**config.mk**
```make
export PLATFORM = sky130hd
export DESIGN_NAME = cla_multiword_seq
export DESIGN_NICKNAME = d
export VERILOG_FILES = /design/src/rtl/cla_seq_pkg.sv /design/src/rtl/cla4_slice.sv /design/src/rtl/cla_multiword_seq.sv
export SDC_FILE = /design/constraint.sdc
export NUM_CORES = 1
export LEC_CHECK = 0
export ABC_AREA = 0
export BUFFER_PORTS_ARGS = -buffer_cell sky130_fd_sc_hd__buf_2
export CAP_MARGIN = 20
export CORE_UTILIZATION = 35
export DETAILED_ROUTE_END_ITERATION = 12
export PLACE_DENSITY = 0.64
export SYNTH_ARGS = -nofsm -noshare
export SYNTH_HDL_FRONTEND = slang
export SYNTH_SLANG_ARGS = --single-unit
```
**constraint.sdc**
```tcl
create_clock -name clk -period 3.4 [get_ports clk]
set_clock_uncertainty 0.05 [all_clocks]
set_input_delay 0.17 -clock clk [delete_from_list [all_inputs] [get_ports clk]]
set_output_delay 0.17 -clock clk [all_outputs]
set_load 0.1 [all_outputs]
```
**src/rtl/cla_seq_pkg.sv**
```systemverilog
// rtl/cla_seq_pkg.sv - shared types and constants for the sequenced multiword CLA adder
// Purpose: FSM state encoding, slice width and index-width helper used by
//          cla_multiword_seq and cla4_slice.
package cla_seq_pkg;

    localparam int CHUNK_W = 4;

    typedef enum logic [1:0] {
        ST_IDLE = 2'd0,
        ST_RUN  = 2'd1,
        ST_DONE = 2'd2
    } state_t;

    // Width of the nibble index counter; never narrower than one bit so a
    // single-nibble build still has a legal counter.
    function automatic int idx_width(input int n);
        int w;
        w = $clog2(n);
        return (w < 1) ? 1 : w;
    endfunction

endpackage

```
**src/rtl/cla4_slice.sv**
```systemverilog
// rtl/cla4_slice.sv - combinational 4-bit carry-lookahead slice
// Purpose: one nibble of carry-lookahead addition, no storage.
// Ports:
//   a[3:0], b[3:0]  nibble operands
//   c0              carry into bit 0
//   s[3:0]          nibble sum
//   c3              carry into bit 3 (needed for signed overflow on the top nibble)
//   c4              carry out of bit 3
module cla4_slice (
    input  logic [3:0] a,
    input  logic [3:0] b,
    input  logic       c0,
    output logic [3:0] s,
    output logic       c3,
    output logic       c4
);

    logic [3:0] w_p;
    logic [3:0] w_g;
    logic       w_c1;
    logic       w_c2;

    assign w_p = a ^ b;
    assign w_g = a & b;

    // Each carry is expanded directly from generate/propagate terms so no
    // carry waits on the previous one.
    assign w_c1 = w_g[0] | (w_p[0] & c0);
    assign w_c2 = w_g[1] | (w_p[1] & w_g[0]) | (w_p[1] & w_p[0] & c0);
    assign c3   = w_g[2] | (w_p[2] & w_g[1]) | (w_p[2] & w_p[1] & w_g[0])
                | (w_p[2] & w_p[1] & w_p[0] & c0);
    assign c4   = w_g[3] | (w_p[3] & w_g[2]) | (w_p[3] & w_p[2] & w_g[1])
                | (w_p[3] & w_p[2] & w_p[1] & w_g[0])
                | (w_p[3] & w_p[2] & w_p[1] & w_p[0] & c0);

    assign s = w_p ^ {c3, w_c2, w_c1, c0};

endmodule

```
**src/rtl/cla_multiword_seq.sv**
```systemverilog
// rtl/cla_multiword_seq.sv - WIDTH-bit add/subtract using one shared 4-bit CLA slice, one nibble per cycle
// Purpose: accepts an operand pair over a valid/ready handshake, runs NCHUNK
//          passes through a single cla4_slice, and presents the result over a
//          second valid/ready handshake.
// Ports:
//   clk, rst_n            clock, synchronous active-low reset
//   in_valid/in_ready     request handshake; in_a, in_b, in_cin, in_sub operands
//   abort                 cancels an operation in progress (RUN only)
//   out_valid/out_ready   result handshake; out_sum, out_cout, out_ovf result
//   busy                  FSM not idle
module cla_multiword_seq
    import cla_seq_pkg::*;
#(
    parameter int WIDTH = 16
) (
    input  logic             clk,
    input  logic             rst_n,
    input  logic             in_valid,
    output logic             in_ready,
    input  logic [WIDTH-1:0] in_a,
    input  logic [WIDTH-1:0] in_b,
    input  logic             in_cin,
    input  logic             in_sub,
    input  logic             abort,
    output logic             out_valid,
    input  logic             out_ready,
    output logic [WIDTH-1:0] out_sum,
    output logic             out_cout,
    output logic             out_ovf,
    output logic             busy
);

    localparam int NCHUNK = WIDTH / CHUNK_W;
    localparam int IDX_W  = idx_width(NCHUNK);
    localparam logic [IDX_W-1:0] LAST_IDX = IDX_W'(NCHUNK - 1);

    generate
        if ((WIDTH < CHUNK_W) || ((WIDTH % CHUNK_W) != 0)) begin : g_bad_width
            $error("cla_multiword_seq: WIDTH must be a multiple of 4 and at least 4");
        end
    endgenerate

    state_t             r_state;
    state_t             w_state_nxt;
    logic [IDX_W-1:0]   r_idx;
    logic [WIDTH-1:0]   r_a;
    logic [WIDTH-1:0]   r_b;
    logic [WIDTH-1:0]   r_sum;
    logic               r_carry;
    logic               r_ovf;

    logic               w_accept;
    logic               w_step;
    logic               w_last;
    logic [CHUNK_W-1:0] w_a_nib;
    logic [CHUNK_W-1:0] w_b_nib;
    logic [CHUNK_W-1:0] w_s_nib;
    logic               w_c3;
    logic               w_c4;

    assign w_last  = (r_idx == LAST_IDX);
    assign w_a_nib = r_a[CHUNK_W*int'(r_idx) +: CHUNK_W];
    assign w_b_nib = r_b[CHUNK_W*int'(r_idx) +: CHUNK_W];

    cla4_slice u_slice (
        .a  (w_a_nib),
        .b  (w_b_nib),
        .c0 (r_carry),
        .s  (w_s_nib),
        .c3 (w_c3),
        .c4 (w_c4)
    );

    always_ff @(posedge clk) begin
        if (!rst_n) begin
            r_state <= ST_IDLE;
        end else begin
            r_state <= w_state_nxt;
        end
    end

    // Abort only matters in RUN; a finished result in DONE is never dropped.
    always_comb begin
        w_state_nxt = r_state;
        w_accept    = 1'b0;
        w_step      = 1'b0;
        case (r_state)
            ST_IDLE: begin
                if (in_valid) begin
                    w_accept    = 1'b1;
                    w_state_nxt = ST_RUN;
                end
            end
            ST_RUN: begin
                if (abort) begin
                    w_state_nxt = ST_IDLE;
                end else begin
                    w_step = 1'b1;
                    if (w_last) begin
                        w_state_nxt = ST_DONE;
                    end
                end
            end
            ST_DONE: begin
                if (out_ready) begin
                    if (in_valid) begin
                        // Back-to-back: hand off and start the next op with no idle cycle.
                        w_accept    = 1'b1;
                        w_state_nxt = ST_RUN;
                    end else begin
                        w_state_nxt = ST_IDLE;
                    end
                end
            end
            default: begin
                w_state_nxt = ST_IDLE;
            end
        endcase
    end

    always_ff @(posedge clk) begin
        if (!rst_n) begin
            r_idx   <= '0;
            r_a     <= '0;
            r_b     <= '0;
            r_sum   <= '0;
            r_carry <= 1'b0;
            r_ovf   <= 1'b0;
        end else if (w_accept) begin
            // Subtract is A + ~B + 1, so B is inverted once here and the
            // slice only ever adds.
            r_a     <= in_a;
            r_b     <= in_b ^ {WIDTH{in_sub}};
            r_carry <= in_sub | in_cin;
            r_idx   <= '0;
        end else if (w_step) begin
            r_sum[CHUNK_W*int'(r_idx) +: CHUNK_W] <= w_s_nib;
            r_carry <= w_c4;
            if (w_last) begin
                r_ovf <= w_c3 ^ w_c4;
            end else begin
                r_idx <= r_idx + IDX_W'(1);
            end
        end
    end

    assign in_ready  = rst_n && ((r_state == ST_IDLE) || ((r_state == ST_DONE) && out_ready));
    assign out_valid = (r_state == ST_DONE);
    assign out_sum   = r_sum;
    assign out_cout  = r_carry;
    assign out_ovf   = r_ovf;
    assign busy      = (r_state != ST_IDLE);

endmodule

```
==> results.json <==
{
  "worstHoldPathCells": 3,
  "n_antenna_cell": 0,
  "num_vias": 2027,
  "fin_nets": 364,
  "numCtsBuffers": 5,
  "path_class": "flop to flop",
  "synthArstFlopShare": 0,
  "cts.path.max_buffers": 2,
  "fin_cells": 413,
  "fmax_mhz": 363.2,
  "ctsHoldBuffers": 0,
  "syn_to_final_growth_pct": 17.68,
  "antenna_left": 0,
  "fin_crit_ns": 2.753,
  "cts_tree": "built",
  "grt_util_met2": 0.2448,
  "yosysUniqueCellTypes": 38,
  "finalInstanceArea_sq_um": 3107,
  "ctsRootBufferMaster": "clkbuf_8",
  "n_fill_cell": 720,
  "worstPathArrival_ns": 2.90,
  "p_leak_nw": 1.321,
  "ys_ff_latch": 54,
  "synthFlopType": "dfxtp_1",
  "syn_avg_cell_area_sq_um": 10.08,
  "yosysTopAreaCellShare": 0.4095,
  "ys_top_cells_by_area": "dfxtp_1 (41%), nor2_1 (7.4%), mux2i_1 (6.8%)",
  "utilization": 0.4283,
  "dr.first_iter.drc_count": 89,
  "slew-limit-headroom": 0.6020,
  "hold_viol": 0,
  "hold_path_class": "input pin to flop",
  "hpwl_mm": 4.208,
  "dieArea_sq_um": 7894,
  "yosys-top-cells-count": "dfxtp_1 (54), nor2_1 (52), mux2i_1 (18)",
  "whs_endpoint": "r_a[0]",
  "hold_start": "in_a[0]",
  "die_h_microns": 88.85,
  "busiest_layer": "met2",
  "synth.cell_area_sq_um": 2640,
  "die_x_microns": 88.85,
  "whs_ns": 0.04065,
  "cts_resized": 0,
  "setup_slack_ns": 0.6466,
  "dp_cells": 405,
  "via_per_inst": 4.908,
  "r2r_end": "out_sum[2]",
  "clk_pin_slew_worst_paths_ns": 0.10,
  "core_sq_um": 7253,
  "synth-edff-count": 0,
  "crit_fanout": 11,
  "maxCapViolations": 0,
  "grt_pass1_wl_mm": 8.887,
  "grt_start_max_net_pins": 53,
  "post-place-ws_ns": 0.6559,
  "outcome": "complete, no violations",
  "tightestPinTransition_ns": 0.5969,
  "grt_pass1_vias": 1846,
  "drive_gt1_frac": 0.2675,
  "grt_overflow": 0,
  "drv_slew": 0,
  "port_buffers": 59,
  "setup_viol_count_final": 0,
  "cts.sinks": 54,
  "power_mw": 1.368,
  "antenna_found_initial": 0,
  "rsz0062_at_grt": "no",
  "cts_htree_levels": 2,
  "use_met3": 0.02892,
  "yosysTopAreaCell": "dfxtp_1",
  "track_usage": 0.1472,
  "post_cts_buffers": 0,
  "timing.rr.start": "r_idx[0]",
  "wire_per_inst_microns": 13.57,
  "ios": 60,
  "cp-end-kind": "flop",
  "drc": 0,
  "synth_nets": 313,
  "rrSetupSlack_ns": 0.65,
  "ys_seq_area_frac": 0.4095,
  "yosys_warnings": 0,
  "period_share": 0.8098,
  "setup_tns_ns": 0,
  "p_per_area_nw_per_um2": 440.3,
  "clk_latency_ns": 0.31,
  "syn_inst": 262,
  "first_pass_iters": 4,
  "reg2reg_depth": 6,
  "yosysMostFrequentCell": "dfxtp_1",
  "detail_route.wirelength_mm": 5.604,
  "start_util": 0.3640,
  "row_count": 31,
  "ir_drop_v": 0.0001702,
  "grtUsageMet1": 0.1928,
  "cp-start-kind": "flop",
  "worst_ep_required_time_ns": 3.54,
  "dpl_cell_area_sq_um": 2990,
  "finalWeightedCongestion": 0.7945
}
sequential cells by signal, indices dropped and copies added (netlist names):
register  flops
out_sum      16
r_a          16
r_b          16
r_idx         2
r_state       2
out_cout      1
out_ovf       1
how the worst max path moves through the flow:
stage | startpoint | to | slack [ns] | cells past startpoint
6_report | r_idx[0] | out_sum[2] | 0.65 | 6
3_3_place_gp | r_idx[0] | out_sum[2] | 0.71 | 6
5_1_grt | r_idx[0] | out_ovf | 0.50 | 7
3_5_place_dp | r_idx[0] | out_ovf | 0.66 | 7
4_1_cts | r_idx[0] | out_sum[2] | 0.64 | 6
2_1_floorplan | rst_n | in_ready | 0.50 | 3
worst max-delay path, cell delays in order, from the launching register on:
cell,delay (ns)
dfxtp_1,0.56
buf_4,0.26
mux4_2,0.51
ha_1,0.33
or4_1,0.61
a32oi_1,0.26
nor2_1,0.05
final cells by class:
| type | instances | area [sq um] | area share |
|---|---|---|---|
| repair buffers | 62 | 317.8 | 0.1023 |
| flip-flops and latches | 54 | 1081 | 0.3480 |
| clock inverters | 3 | 47.55 | 0.01530 |
| clock buffers | 5 | 68.82 | 0.02215 |
| multi-input cells | 185 | 1449 | 0.4664 |
| inverters | 5 | 18.77 | 0.006041 |
| well taps | 99 | 123.9 | 0.03987 |
routing by layer:
| metal | vias up | wire length (microns) |
|---|---|---|
| met5 | - | 0 |
| met4 | 0 | 81 |
| li1 | 1040 | - |
| met2 | 46 | 2642 |
| met3 | 8 | 200 |
| met1 | 933 | 2679 |
placed cells by master (no fill, tap or decap), types with 2 or more instances in the layout:
cell type and count:
buf_2 59, dfxtp_1 54, nor2_1 52, mux2i_1 18
a211oi_1 17, xnor2_1 17, ha_1 11, mux4_2 8
a22oi_1 8, nand3_1 8, inv_1 5, or4_1 5
clkbuf_8 5, nand4bb_1 4, a32oi_1 4, nand4_1 4
or3b_1 3, nor3_1 3, buf_4 3, nor2b_1 2
and2_1 2, nand2b_1 2, nand2_1 2, o311a_1 2
logic make-up after synthesis:
logic type,share of synthesized area
AO/OA/AOI/OAI,0.1123
XOR/XNOR,0.05972
adder cells (fa/ha/maj),0.05972
buffers and inverters,0.04170
flip-flops,0.4095
multiplexers,0.1365
AND/OR/NAND/NOR,0.1806
report_power, final:
group	switching, mW	internal, mW	leakage, nW
Clock	0.218	0.223	0.0587
Sequential	0.0248	0.666	0.442
Combinational	0.140	0.0956	0.820
Power figures use the tool's default switching activity.
